==> src/rtl/read_seq_pkg.sv <==
// Shared types and defaults for the result-RAM read sequencer.
package read_seq_pkg;
  typedef enum logic [1:0] {RS_IDLE, RS_READ, RS_FINISH} rs_state_e;
  localparam int RS_ADDR_W = 9;
  localparam int RS_DATA_W = 32;
endpackage

==> src/rtl/rs_out_buf.sv <==
// Two-entry output FIFO absorbing RAM read latency; head entry drives the stream.
module rs_out_buf
  import read_seq_pkg::*;
#(
  parameter int DATA_W = RS_DATA_W
) (
  input  logic              clk,
  input  logic              rst_n,
  input  logic              push,
  input  logic [DATA_W-1:0] push_data,
  input  logic              pop,
  output logic [1:0]        occ,
  output logic              out_valid,
  output logic [DATA_W-1:0] out_data
);
  logic [1:0][DATA_W-1:0] mem;
  logic                   wr_ptr, rd_ptr;

  always_ff @(posedge clk) begin
    if (!rst_n) begin
      mem    <= '0;
      wr_ptr <= 1'b0;
      rd_ptr <= 1'b0;
      occ    <= 2'd0;
    end else begin
      if (push) begin
        mem[wr_ptr] <= push_data;
        wr_ptr      <= ~wr_ptr;
      end
      if (pop) rd_ptr <= ~rd_ptr;
      occ <= occ + 2'(push) - 2'(pop);
    end
  end

  assign out_valid = (occ != 2'd0);
  assign out_data  = mem[rd_ptr];

  // The issue logic upstream must never push into a full buffer without a pop.
  a_no_overflow: assert property (@(posedge clk) disable iff (!rst_n)
    !(push && !pop && occ == 2'd2));
endmodule

==> src/rtl/read_sequencer.sv <==
// Replays a written block of the result RAM as a valid/ready stream.
// Optional READ_SEQ_REVERSE_EN: stream addresses in descending order.
module read_sequencer
  import read_seq_pkg::*;
#(
  parameter int ADDR_W = RS_ADDR_W,
  parameter int DATA_W = RS_DATA_W
) (
  input  logic              clk,
  input  logic              rst_n,
  input  logic              start,
  input  logic [ADDR_W-1:0] wr_cnt,
  output logic              rd_en,
  output logic [ADDR_W-1:0] rd_addr,
  input  logic [DATA_W-1:0] rd_data,
  output logic [DATA_W-1:0] out_data,
  output logic              out_valid,
  input  logic              out_ready,
  output logic              busy,
  output logic              done
);
  localparam logic [ADDR_W:0] ONE = ADDR_W'(1);

  rs_state_e       state, state_nxt;
  logic [ADDR_W:0] len, issued, popped, popped_nxt;
  logic [1:0]      occ;
  logic            inflight, pop;

  assign pop        = out_valid & out_ready;
  assign popped_nxt = popped + {{ADDR_W{1'b0}}, pop};

  always_ff @(posedge clk) begin
    if (!rst_n) state <= RS_IDLE;
    else        state <= state_nxt;
  end

  always_comb begin
    state_nxt = state;
    case (state)
      RS_IDLE:   if (start) state_nxt = (wr_cnt == '0) ? RS_FINISH : RS_READ;
      RS_READ:   if (popped_nxt == len) state_nxt = RS_FINISH;
      RS_FINISH: state_nxt = RS_IDLE;
      default:   state_nxt = RS_IDLE;
    endcase
  end

  // Issue only when the buffer can hold every outstanding word after this cycle's pop.
  always_comb begin
    rd_en = 1'b0;
    busy  = 1'b0;
    done  = 1'b0;
    case (state)
      RS_READ: begin
        busy  = 1'b1;
        rd_en = (issued < len) && ({1'b0, occ} + 3'(inflight) < 3'd2 + 3'(pop));
      end
      RS_FINISH: begin
        done = 1'b1;
        busy = (len == '0);
      end
      default: ;
    endcase
  end

  always_ff @(posedge clk) begin
    if (!rst_n) begin
      len      <= '0;
      issued   <= '0;
      popped   <= '0;
      inflight <= 1'b0;
    end else begin
      inflight <= rd_en;
      if (state == RS_IDLE && start) begin
        len    <= {1'b0, wr_cnt};
        issued <= '0;
        popped <= '0;
      end else begin
        if (rd_en) issued <= issued + ONE;
        if (state == RS_READ && pop) popped <= popped_nxt;
      end
    end
  end

`ifdef READ_SEQ_REVERSE_EN
  assign rd_addr = rd_en ? ADDR_W'(len - ONE - issued) : '0;
`else
  assign rd_addr = rd_en ? ADDR_W'(issued) : '0;
`endif

  rs_out_buf #(.DATA_W(DATA_W)) u_buf (
    .clk       (clk),
    .rst_n     (rst_n),
    .push      (inflight),
    .push_data (rd_data),
    .pop       (pop),
    .occ       (occ),
    .out_valid (out_valid),
    .out_data  (out_data)
  );
endmodule

==> config.mk <==
export PLATFORM = sky130hd
export DESIGN_NAME = read_sequencer
export DESIGN_NICKNAME = d
export VERILOG_FILES = /design/src/rtl/read_seq_pkg.sv /design/src/rtl/rs_out_buf.sv /design/src/rtl/read_sequencer.sv
export SDC_FILE = /design/constraint.sdc
export NUM_CORES = 1
export LEC_CHECK = 0
export CORE_ASPECT_RATIO = 0.5
export CORE_UTILIZATION = 25
export DETAILED_ROUTE_END_ITERATION = 16
export DONT_BUFFER_PORTS = 1
export HOLD_SLACK_MARGIN = 0.02
export SKIP_LAST_GASP = 1
export SLEW_MARGIN = 20
export SYNTH_ARGS = -nofsm -noshare
export SYNTH_HDL_FRONTEND = slang
export SYNTH_SLANG_ARGS = --single-unit
==> constraint.sdc <==
create_clock -name clk -period 2.6 [get_ports clk]
set_input_delay 0.13 -clock clk [delete_from_list [all_inputs] [get_ports clk]]
set_output_delay 0.13 -clock clk [all_outputs]
set_load 0.02 [all_outputs]
### After elaboration in Yosys (flattened, before gate mapping)

Cells that the tools add are included.

* logic and storage cells: 53
* flip-flop bits (word level): 100
* output and inout port bits: 45

* muxes and demuxes: 13
* reduce and logical (&&, ||, !) cells: 10
* add/sub/neg operators: 6
* order comparisons: 5
* equal/unequal tests: 5
* bitwise operators: 4

Operator list (count)
* $mux W32: 3
* $bwmux W64: 1
* $demux W32 S1: 1
* $add A10 B1 Y10: 1
* $add A10 B1 Y10 const B: 1
* $eq A10 B9 Y1: 1
* $logic_not A10 Y1: 1
* $lt A10 B9 Y1: 1
* $logic_not A9 Y1: 1
* $mux W9: 1
* $mux W2: 3
* $logic_and A1 B1 Y1: 4
* $lt A1 B2 Y1 const B: 2
* $ne A2 B2 Y1 const B: 2
* $pmux W2 S2: 1
* $add A2 B1 Y3: 1
* $add A2 B1 Y3 const A: 1
* $lt A3 B3 Y1: 1
* $not A1 Y1: 3
* $add A2 B1 Y2: 1
* $eq A2 B1 Y1 const B: 1
* $eq A2 B2 Y1 const B: 1
* $logic_not A2 Y1: 1
* $mux W1: 2
* other kinds (7): 7

### Logic depth before layout (Yosys ltp)

* depth in word-level cells: 7
* depth in mapped cells: 10
* gate-level depth less buffers: 10

### Hierarchy

A second synthesis with hierarchy kept.

* cells, all modules: 594
* area, all modules: 5023.6 um^2

Modules (own cells, without submodules)
* rs_out_buf: sequential area each 1361.3 um^2, area an instance 2997.9 um^2, times used 1, cells each 335
* read_sequencer: sequential area each 640.6 um^2, area an instance 2025.7 um^2, times used 1, cells each 259

### Worst setup path before layout

No wires, ideal clock.

* path type: reg2reg
* start point: reg u_buf.occ[1]
* end point: reg state[1]
* path slack: 0.420 ns
* stages on the path, launching flop included: 10
* period minus slack after synthesis: 2.180 ns
* arrival: 2.092 ns
* data required time: 2.512 ns
* cell sequence: dfxtp_1 o21ai_0 inv_1 ha_1 ha_1 inv_1 or4b_1 o21ai_1 nand4_2 a311oi_2

* cells in the longest elaborated chain, start to end: 6

RTL lines
* from (decl): line rs_out_buf.sv:12 `output logic [1:0] occ,`
* from (signal assigned): line rs_out_buf.sv:31 `occ <= occ + 2'(push) - 2'(pop);`
* $reduce_bool A2 Y1: line rs_out_buf.sv:35 `assign out_valid = (occ != 2'd0);`
* $and A1 B1 Y1: line read_sequencer.sv:29 `assign pop = out_valid & out_ready;`
* $add A10 B1 Y10: line read_sequencer.sv:30 `assign popped_nxt = popped + {{ADDR_W{1'b0}}, pop};`
* $eq A10 B9 Y1: line read_sequencer.sv:41 `RS_READ: if (popped_nxt == len) state_nxt = RS_FINISH;`
* $ne A2 B2 Y1 (no line)
* $reduce_and A2 Y1 (no line)
* to (signal assigned): line read_sequencer.sv:34 `else state <= state_nxt;`
* to (decl): line read_sequencer.sv:24 `rs_state_e state, state_nxt;`

No other way between the ends.
A chain may end at the register's enable or synchronous reset.

### Worst setup path in the final report

* start point: reg len[5]
* end point: out rd_addr[6]

* cells in the longest elaborated chain, start to end: 4

RTL lines
* from (decl): line read_sequencer.sv:25 `logic [ADDR_W:0] len, issued, popped, popped_nxt;`
* from (signal assigned): line read_sequencer.sv:74 `len <= {1'b0, wr_cnt};`
* $lt A10 B9 Y1: line read_sequencer.sv:55 `rd_en = (issued < len) && ({1'b0, occ} + 3'(inflight) < 3'd2 + 3'(pop));`
* $logic_and A1 B1 Y1: line read_sequencer.sv:55
* $mux W1: line read_sequencer.sv:52 `case (state)`
* $mux W9: line read_sequencer.sv:87 `assign rd_addr = rd_en ? ADDR_W'(issued) : '0;`
* to (decl): line read_sequencer.sv:14 `output logic [ADDR_W-1:0] rd_addr,`

No other way between the ends.

==> reports/results.ini <==
[run_status]
status=finished, final reports clean

[sta]
setup_violations=0
tns_ns=0
hold_viol=0
fin_crit_ns=2.41
tightest_slew_ns=0.542
slew_headroom=0.639
setup_ws_ns=0.191
post-route-period-util=0.927
skew_ns=0.00976
fmax_mhz=415
drv_slew=0
rsz0062_at_grt=no

[yosys]
ys_ff_latch=100
synth_common_cells=nand2_1 (177), dfxtp_1 (100), a21boi_0 (74)
synth-async-reset-ratio=0
netlist.area_leader.share=0.399
synth-seq-area-share=0.399
yosysMostFrequentCell=nand2_1
synth.cell_area_um2=5010
synth_area_leader_cell=dfxtp_1
postSynthCellCount=601
syn_area_per_cell_um2=8.34
synth_flop_cell=dfxtp_1
ys_types=46
synth_edf_count=0
yosys_warnings=0
syn-num-nets=664
synthTopCellsByArea=dfxtp_1 (40%), nand2_1 (13%), a21boi_0 (11%)

[setup_path]
crit_buf_inv=2
crit_arrival_ns=2.28
crit_family=compound AO/OA/AOI/OAI gates
cp_max_fo=12
crit_required_ns=2.47
crit_type=reg2out
cp-end-kind=output pin
max_stage_delay_ns=0.40
cp-start-kind=register
cp_slowest_cell=dfxtp_1
path_cells=inv_1 > ha_1 > a21oi_1 > o221ai_1 > a31o_1 > a21boi_4 > buf_12 > and2_1

[clock_tree]
insertion_delay_ns=0.34
root_buffer=clkbuf_16
htree_num_levels=3
clock_path_buffers=2
cts_tree=done
numClockSinks=100
cts-resized-gates=0
clk_pin_slew_ns=0.07
cts_made_buffers=9

[global_route]
grt_overflow=0
grt_pass1_vias=3973
track_usage=0.121
grt_pass1_wl_mm=19.8
grt_max_degree=81
antenna_found_initial=0

[floorplan]
pin_count=90
die_h_um=102
coreArea_um2=19500
initial_core_util=0.256
die_width_um=202
row_count=36
fp.dieArea_um2=20700

[hold_path]
min_path_type=in2reg

[placed_design]
gp_congestion=0.861
dp_hpwl_mm=8.01
port_buffers=0
dp_slack_ns=0.304

[routing]
vias=4092
routedWlPerCell_um=13.6
viasPerCell=4.54
dr.pass1.iters=4
drtAntennaViolNets=0
drcViolationCount=0
wl_mm=12.3
drt_iter0_drc=185

[power]
p_per_area_nw_per_um2=732
p_leak_nw=2.12
peakVddDrop_v=0.000317

[layout]
syn2layout_area_growth_pct=21.4
nNetsFinal=694
antennaDiodeCount=0
drive_gt1_frac=0.112
fill_cells=2068
multi_input_area_um2=2800
seqCellArea_um2=2000

[job]
maxCapViolations=0

-- worst paths after layout --
kind                        startpoint                        end  slack, ns  cells past startpoint
min                              rst_n      state[1]$_SDFFE_PN0P_       0.04                      2
min reg2reg  u_buf.mem[2]$_SDFFE_PN0P_  u_buf.mem[2]$_SDFFE_PN0P_       0.46                      2
max                len[5]$_SDFFE_PN0P_                 rd_addr[6]       0.19                      8
max reg2reg    u_buf.occ[0]$_SDFF_PN0_      state[1]$_SDFFE_PN0P_       0.31                      9
-- registers in the layout, indices dropped and copies added (netlist names) --
name	count
u_buf.occ	2
u_buf.wr_ptr	1
u_buf.mem	64
u_buf.rd_ptr	1
issued	10
len	9
inflight	1
popped	10
state	2
-- final cells by class --
class,count,area share
multi-input cells,447,0.461
flip-flops and latches,100,0.329
repair buffers,58,0.0942
well taps,266,0.0547
clock buffers,11,0.0382
clock inverters,5,0.0140
inverters,15,0.00925
-- placed cells by master (no fill, tap or decap), drive strengths merged, types with 5 or more instances in the layout --
cell,instances
mux2i,8
nand2b,9
o21ai,12
xnor2,15
nor3,7
ha,18
and2,17
dfxtp,100
clkbuf,11
a21boi,75
nor4,6
a21oi,16
nand3,7
nand2,178
dlygate4sd3,42
nand4,7
buf,16
xor2,5
nor2,11
mux2,32
inv,16
-- layer usage --
metal  GRT usage  routed length (um)
met1       0.137                5290
met2       0.230                6320
met3      0.0236                 425
met4      0.0370                 214
met5           0                   0
-- metrics by stage --
| step | utilization | std cells | total power, mW | hold slack (ns) | area (um^2) |
|---|---|---|---|---|---|
| 2_1_floorplan | - | 601 | 2.67 | 0.275 | 5010 |
| 3_3_place_gp | 0.270 | 840 | 2.92 | 0.268 | 5290 |
| 3_5_place_dp | 0.270 | 840 | 2.94 | 0.261 | 5290 |
| 4_1_cts | 0.310 | 899 | 4.48 | 0.0202 | 6050 |
| 5_1_grt | 0.311 | 902 | 4.72 | 0.0278 | 6090 |
| 6_report | 0.311 | 902 | 4.45 | 0.0376 | 6090 |
-- what timing repair did --
item | in CTS | in global routing
endpoints found under the hold margin | 79 | 0
hold buffers | 43 | 0
setup buffers | 0 | 3
setup endpoints to repair | 0 | 10
-- kinds of logic (layout without fill, tap and decap cells) --
| kind of cell | Yosys count | count (layout) | share of synthesized area |
|---|---|---|---|
| compound gates | 116 | 116 | 0.167 |
| flops | 100 | 100 | 0.399 |
| simple gates | 253 | 253 | 0.224 |
| fa+ha+maj | 18 | 18 | 0.0449 |
| buf+inv | 54 | 89 | 0.0419 |
| xor+xnor | 20 | 20 | 0.0349 |
| mux | 40 | 40 | 0.0878 |
-- report_power, final --
part	internal (mW)	leakage, nW	switching, mW	total, mW
sequential	1.66	0.808	0.102	1.76
combinational	0.525	1.15	0.731	1.26
clock	0.852	0.156	0.587	1.44
total	3.03	2.12	1.42	4.45
(Power assumes the default switching activity.)
